===== src/rtl/cpu_pkg.sv =====
// Shared CPU pipeline types: datapath widths, memory-access FSM states and
// the EX/MEM pipeline register layout.
package cpu_pkg;

    localparam int DATA_W   = 16;
    localparam int REG_AW   = 4;
    localparam int MAX_WAIT = 15;

    typedef enum logic {
        IDLE = 1'b0,
        WAIT = 1'b1
    } mem_state_t;

    typedef struct packed {
        logic              valid;
        logic [DATA_W-1:0] alu;
        logic [DATA_W-1:0] store;
        logic [REG_AW-1:0] dst;
        logic              rd;
        logic              wr;
        logic              rw;
    } exmem_t;

endpackage


===== src/rtl/mem_access_fsm.sv =====
// Data-memory handshake sequencer: raises req for the access held in EX/MEM,
// waits for ack, and gives up with a one-cycle error after MAX_WAIT cycles.
module mem_access_fsm
    import cpu_pkg::*;
#(
    parameter int MAX_WAIT = cpu_pkg::MAX_WAIT
) (
    input  logic clk,
    input  logic rst,
    input  logic start,
    input  logic ack,
    output logic req,
    output logic done,
    output logic timeout,
    output logic mem_err
);

    localparam int CW = $clog2(MAX_WAIT + 1);

    mem_state_t    state;
    mem_state_t    state_nxt;
    logic [CW-1:0] cnt;

    always_ff @(posedge clk) begin
        if (rst) begin
            state   <= IDLE;
            cnt     <= '0;
            mem_err <= 1'b0;
        end else begin
            state   <= state_nxt;
            cnt     <= (state == WAIT && state_nxt == WAIT) ? cnt + 1'b1 : '0;
            mem_err <= timeout;
        end
    end

    always_comb begin
        state_nxt = state;
        case (state)
            IDLE: if (start) state_nxt = WAIT;
            WAIT: if (ack || cnt == CW'(MAX_WAIT - 1)) state_nxt = IDLE;
            default: state_nxt = IDLE;
        endcase
    end

    // ack in the last permitted cycle still completes the access
    always_comb begin
        req     = (state == WAIT);
        done    = (state == WAIT) && ack;
        timeout = (state == WAIT) && !ack && (cnt == CW'(MAX_WAIT - 1));
    end

endmodule


===== src/rtl/cpu_mem_stage.sv =====
// MEM pipeline stage: EX/MEM register, multi-cycle data-memory access,
// MEM/WB register, upstream stall and EX/MEM + MEM/WB forwarding.
module cpu_mem_stage #(
    parameter int DATA_W   = cpu_pkg::DATA_W,
    parameter int REG_AW   = cpu_pkg::REG_AW,
    parameter int MAX_WAIT = cpu_pkg::MAX_WAIT
) (
    input  logic              clk,
    input  logic              rst,
    input  logic              ex_valid,
    input  logic [DATA_W-1:0] ex_alu_out,
    input  logic [REG_AW-1:0] ex_reg_w,
    input  logic [DATA_W-1:0] ex_store_data,
    input  logic              ex_mem_read,
    input  logic              ex_mem_write,
    input  logic              ex_reg_write,
    input  logic              flush,
    output logic              mem_req,
    output logic              mem_we,
    output logic [DATA_W-1:0] mem_addr,
    output logic [DATA_W-1:0] mem_wdata,
    input  logic [DATA_W-1:0] mem_rdata,
    input  logic              mem_ack,
    output logic              stall,
    output logic              mem_err,
    output logic              fwd_em_valid,
    output logic [REG_AW-1:0] fwd_em_reg,
    output logic [DATA_W-1:0] fwd_em_data,
    output logic              wb_valid,
    output logic [REG_AW-1:0] wb_reg_w,
    output logic [DATA_W-1:0] wb_data
);

    import cpu_pkg::*;

    exmem_t            em_p0;
    logic              wb_valid_p1;
    logic [REG_AW-1:0] wb_reg_p1;
    logic [DATA_W-1:0] wb_data_p1;

    logic start;
    logic req;
    logic done;
    logic timeout;

    assign start = em_p0.valid & (em_p0.rd | em_p0.wr);
    // the memory op stays in EX/MEM from capture until ack or timeout
    assign stall = start & ~done;

    mem_access_fsm #(
        .MAX_WAIT(MAX_WAIT)
    ) u_fsm (
        .clk     (clk),
        .rst     (rst),
        .start   (start),
        .ack     (mem_ack),
        .req     (req),
        .done    (done),
        .timeout (timeout),
        .mem_err (mem_err)
    );

    assign mem_req   = req;
    assign mem_we    = req & em_p0.wr;
    assign mem_addr  = req ? em_p0.alu   : '0;
    assign mem_wdata = req ? em_p0.store : '0;

    always_ff @(posedge clk) begin
        if (rst) begin
            em_p0       <= '0;
            wb_valid_p1 <= 1'b0;
            wb_reg_p1   <= '0;
            wb_data_p1  <= '0;
        end else begin
            // EX -> EX/MEM
            if (timeout) begin
                em_p0.valid <= 1'b0;
            end else if (!stall) begin
                em_p0 <= '{valid: ex_valid & ~flush, alu: ex_alu_out,
                           store: ex_store_data, dst: ex_reg_w,
                           rd: ex_mem_read, wr: ex_mem_write, rw: ex_reg_write};
            end
            // EX/MEM -> MEM/WB
            if (stall) begin
                wb_valid_p1 <= 1'b0;
            end else begin
                wb_valid_p1 <= em_p0.valid & em_p0.rw & ~em_p0.wr & (em_p0.dst != '0);
                wb_reg_p1   <= em_p0.dst;
                wb_data_p1  <= em_p0.rd ? mem_rdata : em_p0.alu;
            end
        end
    end

    assign fwd_em_valid = em_p0.valid & em_p0.rw & ~em_p0.rd & ~em_p0.wr & (em_p0.dst != '0);
    assign fwd_em_reg   = em_p0.dst;
    assign fwd_em_data  = em_p0.alu;

    assign wb_valid = wb_valid_p1;
    assign wb_reg_w = wb_reg_p1;
    assign wb_data  = wb_data_p1;

endmodule


===== config.mk =====
export PLATFORM = sky130hd
export DESIGN_NAME = cpu_mem_stage
export DESIGN_NICKNAME = d
export VERILOG_FILES = /design/src/rtl/cpu_pkg.sv /design/src/rtl/mem_access_fsm.sv /design/src/rtl/cpu_mem_stage.sv
export SDC_FILE = /design/constraint.sdc
export NUM_CORES = 1
export LEC_CHECK = 0
export BUFFER_PORTS_ARGS = -buffer_cell sky130_fd_sc_hd__buf_2
export CAP_MARGIN = 20
export CORE_ASPECT_RATIO = 0.8
export CORE_MARGIN = 4
export CORE_UTILIZATION = 48
export DETAILED_ROUTE_END_ITERATION = 10
export HOLD_SLACK_MARGIN = 0.1
export PLACE_DENSITY = 0.8
export SLEW_MARGIN = 30
export SYNTH_ARGS = -nofsm -noshare
export SYNTH_HDL_FRONTEND = slang
export SYNTH_HIERARCHICAL = 1
export SYNTH_SLANG_ARGS = --single-unit

===== constraint.sdc =====
create_clock -name clk -period 2.3 [get_ports clk]
set_clock_uncertainty 0.15 [all_clocks]
set_input_delay 0.23 -clock clk [delete_from_list [all_inputs] [get_ports clk]]
set_output_delay 0.23 -clock clk [all_outputs]
set_load 0.01 [all_outputs]

# Word level (Yosys, flattened, before mapping)
# Index checks and enable logic that the tools add are counted.
# word_totals
ramBits	0
ff_bits	67
word_cells	51
latch_bits	0
n_memories	0
input_bits	60
rom_bits	0
# classes
magnitude_cmp	0
addsub	1
eq_ne	1
n_reduce_logical	11
multipliers	0
n_mux	6
shifts	0
n_bitwise	19
div	0
# op_table
op	n
16-bit 2-to-1 mux	3
1-bit AND	10
1-bit NOT	8
2-bit OR reduction	3
4-bit by 1-bit adder with 4-bit output, second input constant	1
4-bit == test, second input constant	1
1-bit logical AND	4
4-bit nonzero test	1
1-bit 2-to-1 mux	2
1-bit case mux with 2 select lines	1
2-bit AND reduction	1
1-bit zero test	1
1-bit logical OR	1
1-bit bitwise OR	1

# Logic depth before layout (Yosys ltp)
# logic_depth
word_depth	7
depth_mapped	8
mapped_depth_nobuf	6

# Hierarchy
# The synthesis kept the hierarchy.
# modules_own_cells
mod	seq_area_each_um2	n_inst	cells_each	area_each_um2
cpu_mem_stage	1221.2	1	328	3085.5
mem_access_fsm	120.1	1	24	250.2

# Worst setup path after synthesis
# OpenSTA, ideal clock, no wires.
# synth_timing
kind	reg-to-reg
from	reg u_fsm.cnt[0]
to	reg em_p0[10] in the netlist's numbering
period_less_slack_ps	1720
path_stages_with_launch	9
setup_ps	120
t_required_ps	2030
arrival_time_ps	1451
path_slack_ps	580
cell_sequence	dfxtp_1 > inv_1 > ha_1 > nand3_2 > nor3b_1 > a21oi_4 > buf_6 > buf_6 > mux2i_1
# synth_via
elab_chain_cells	4
# synth_rtl
item	line	rtl
start: declaration	mem_access_fsm.sv:22	logic [CW-1:0] cnt;
start signal: assignment	mem_access_fsm.sv:31	cnt <= (state == WAIT && state_nxt == WAIT) ? cnt + 1'b1 : '0;
4-bit == test	mem_access_fsm.sv:49	timeout = (state == WAIT) && !ack && (cnt == CW'(MAX_WAIT - 1));
1-bit logical AND	mem_access_fsm.sv:49	
via timeout	cpu_mem_stage.sv:44	logic timeout;
1-bit NOT (no source line)	-	
2-bit AND reduction (no source line)	-	
end signal: assignment	cpu_mem_stage.sv:79	em_p0 <= '{valid: ex_valid & ~flush, alu: ex_alu_out,
end: declaration	cpu_mem_stage.sv:36	exmem_t em_p0;
# The timed path passes the listed nets, and every way through them passes these cells.
# A chain may end at the register's enable or synchronous reset.

# Worst setup path in the final report
# layout_timing
from	in mem_ack
to	out stall
# layout_via
elab_chain_cells	3
# layout_rtl
item	line	rtl
start: declaration	cpu_mem_stage.sv:23	input logic mem_ack,
1-bit logical AND	mem_access_fsm.sv:48	done = (state == WAIT) && ack;
via done	cpu_mem_stage.sv:43	logic done;
1-bit NOT	cpu_mem_stage.sv:48	assign stall = start & ~done;
1-bit AND	cpu_mem_stage.sv:48	
end: declaration	cpu_mem_stage.sv:24	output logic stall,
# The timed path passes the listed nets, and every way through them passes these cells.

==> impl_results.md <==
* Kind of start point of the critical path: input port
* Diode count at 0
* Register bit count reported by yosys at 67
* Register area share after synthesis at 40.2%
* H-Tree Level Count at 3
* Post-synth top area share at 40.2%
* Combinational Power Share at 16.1%
* Critical path capture point type: output port
* Die Y at 82.6 microns
* Die Width at 101 microns
* Vias/cell at 4.82
* Final HPWL DP at 5580 microns
* Pleak at 2.38 nW
* Tcrit/Tclk final at 91.9%
* Yosys top cell by area: dfxtp_1
* Main area contributors after synthesis: dfxtp_1 40%, mux2i_1 17%, nand2b_1 15%, and2_1 6.2%, buf_4 5.2%
* Most common library cells after synthesis: 79 x nand2b_1, 67 x dfxtp_1, 55 x mux2i_1
* Clock buffer depth at 2
* Initial Util at 50.8%
* Worst slew margin at 62.6%
* CTS tree: built
* Int Pwr at 1.98 mW
* Count of cell types in the netlist at 32
* Post-Syn Nets at 414
* Footprint of the multi-input gates at 1710 sq um
* Post-Syn Area at 3340 sq um
* Util after Layout at 71.0%
* Vias at 2916
* GPL Wtd Cong at 0.742
* Outcome: complete, no violations
* Sequential cell area at 1340 sq um
* Switching Share at 24.7%
* Overall Global Routing Usage at 21.4%
* First-pass DRT Iterations at 4
* Max Slew Vio Count at 0
* Routed WL at 8740 microns
* WP data required at 1.92 ns
* Syn Inst Count at 352
* Cell row count at 26
* Clock network power share at 35.0%
* Fin crit period at 2.11 ns
* Worst-skew pair later-pin latency at 0.34 ns
* Total global routing overflow at 0
* Total die area at 8360 sq um
* Reg clk slew, reported paths at 0.07 ns
* Top reg by flops: em_p0
* Avg Inst Size Synth at 9.48 sq um
* DR iter-0 viols at 71
* Antenna-violating nets left at 0
* Fmax at 473 MHz
* Total CTS buffers at 9
* WP data arrival at 1.73 ns
* WL/cell at 14.4 microns
* Slew @ Worst Pin at 0.560 ns
* Synth async-reset ratio at 0%
* Ports at 138
* Setup_tns at 0 ns
* Power per standard cell area at 563 nW/um^2
* Pin count of the biggest net entering global routing at 50
* Final hold vios at 0
* First-pass GRT wire length at 14000 microns
* WHS at 0.115 ns
* Max cap viols at 0
* CTS root buf: clkbuf_8
* Post-synth EDFFs at 0
* Number of flip-flops under the largest register name at 20
* P_sw at 0.650 mW
* Final setup fails at 0
* Antenna violations before repair at 0
* Crit Path Max Fanout at 21
* I/O Buffers at 137
* RSZ-0062 raised after global routing: no
* Fill count at 504
* DR DRC count at 0
* Min-Delay Path Class: input port to register
* Most common cell in the netlist: nand2b_1
* Ys Warns at 6
* Vias in the first global route at 2999
* Sink Count at 67
* Layout cell share with drive strength beyond 1 at 31.9%
* Syn-to-layout area delta at 39.8%
* Sequential power share at 48.9%
* Crit path kind: input port to output port
* Nets at 578
* Ys flop type: dfxtp_1
* Peak VDD IR at 0.000292 V
* Core box area at 6570 sq um
==> power by group through the flow <==
stage	Sequential, mW	Combinational (mW)	Clock (mW)
2_1_floorplan	1.31	0.227	0
3_3_place_gp	1.31	0.339	0
3_5_place_dp	1.31	0.349	0
4_1_cts	1.28	0.420	0.950
5_1_grt	1.29	0.463	0.999
6_report	1.28	0.423	0.921
==> kinds of logic after synthesis <==
| logic type | count (synthesis) | synth area share, % |
|---|---|---|
| compound gates | 28 | 6.15 |
| fa+ha+maj | 2 | 0.750 |
| simple gates | 149 | 27.2 |
| buf+inv | 49 | 8.63 |
| xor+xnor | 2 | 0.525 |
| flops | 67 | 40.2 |
| mux | 55 | 16.5 |
==> worst paths after layout <==
path	cells after the start	end	slack [ns]	startpoint
max	7	stall	0.19	mem_ack
min	3	wb_data[0]$_SDFFE_PP0N_	0.12	mem_rdata[0]
max reg2reg	5	em_p0[19]$_SDFFE_PP0P_	0.34	u_fsm/req$_SDFF_PP0_
min reg2reg	2	em_p0[15]$_SDFFE_PP0P_	0.32	em_p0[15]$_SDFFE_PP0P_
==> through the flow <==
stage	total power [mW]	cells	cell area (sq um)	setup slack, ns
after detailed placement	1.66	535	3930	0.353
after global placement	1.64	535	3930	0.461
after global routing	2.75	605	4660	0.119
after floorplan	1.53	352	3340	0.580
after CTS	2.65	605	4660	0.0391
final	2.63	605	4660	0.186
==> cells in the final DEF (no fill, tap or decap), types with 5 or more instances in the layout <==
master         count
buf_2            137
nand2b_1          79
dfxtp_1           67
mux2i_1           55
dlygate4sd3_1     54
and2_1            33
nor3_1            17
a211oi_1          17
clkbuf_8          13
nor2_1             5
nand3_1            5
o21ai_0            5
buf_4              5
==> metal layers <==
metal,GRT usage [%],routed length [microns],vias up
met1,24.2,3710,1328
met5,0,0,-
met2,39.0,4350,98
met4,5.05,79,0
li1,-,-,1480
met3,7.22,600,10
==> final cells by class <==
cell class              count  area share [%]
repair buffers            198            28.0
well taps                  84            2.25
flip-flops and latches     67            28.8
multi-input cells         236            36.6
clock buffers              15            4.00
clock inverters             1           0.107
inverters                   4           0.322
==> timing repair <==
item / CTS / global route
hold endpoints to repair: 56 / 0
setup endpoints to repair: 0 / 1
setup buffers: 0 / 0
hold buffers: 54 / 0
resized for setup: 0 / 1
==> critical path, stage by stage <==
cell	delay, ns
dlygate4sd3_1	0.55
buf_2	0.15
and2_4	0.23
inv_1	0.21
nand2_1	0.11
inv_1	0.12
buf_2	0.14
Power figures use the tool's default switching activity.
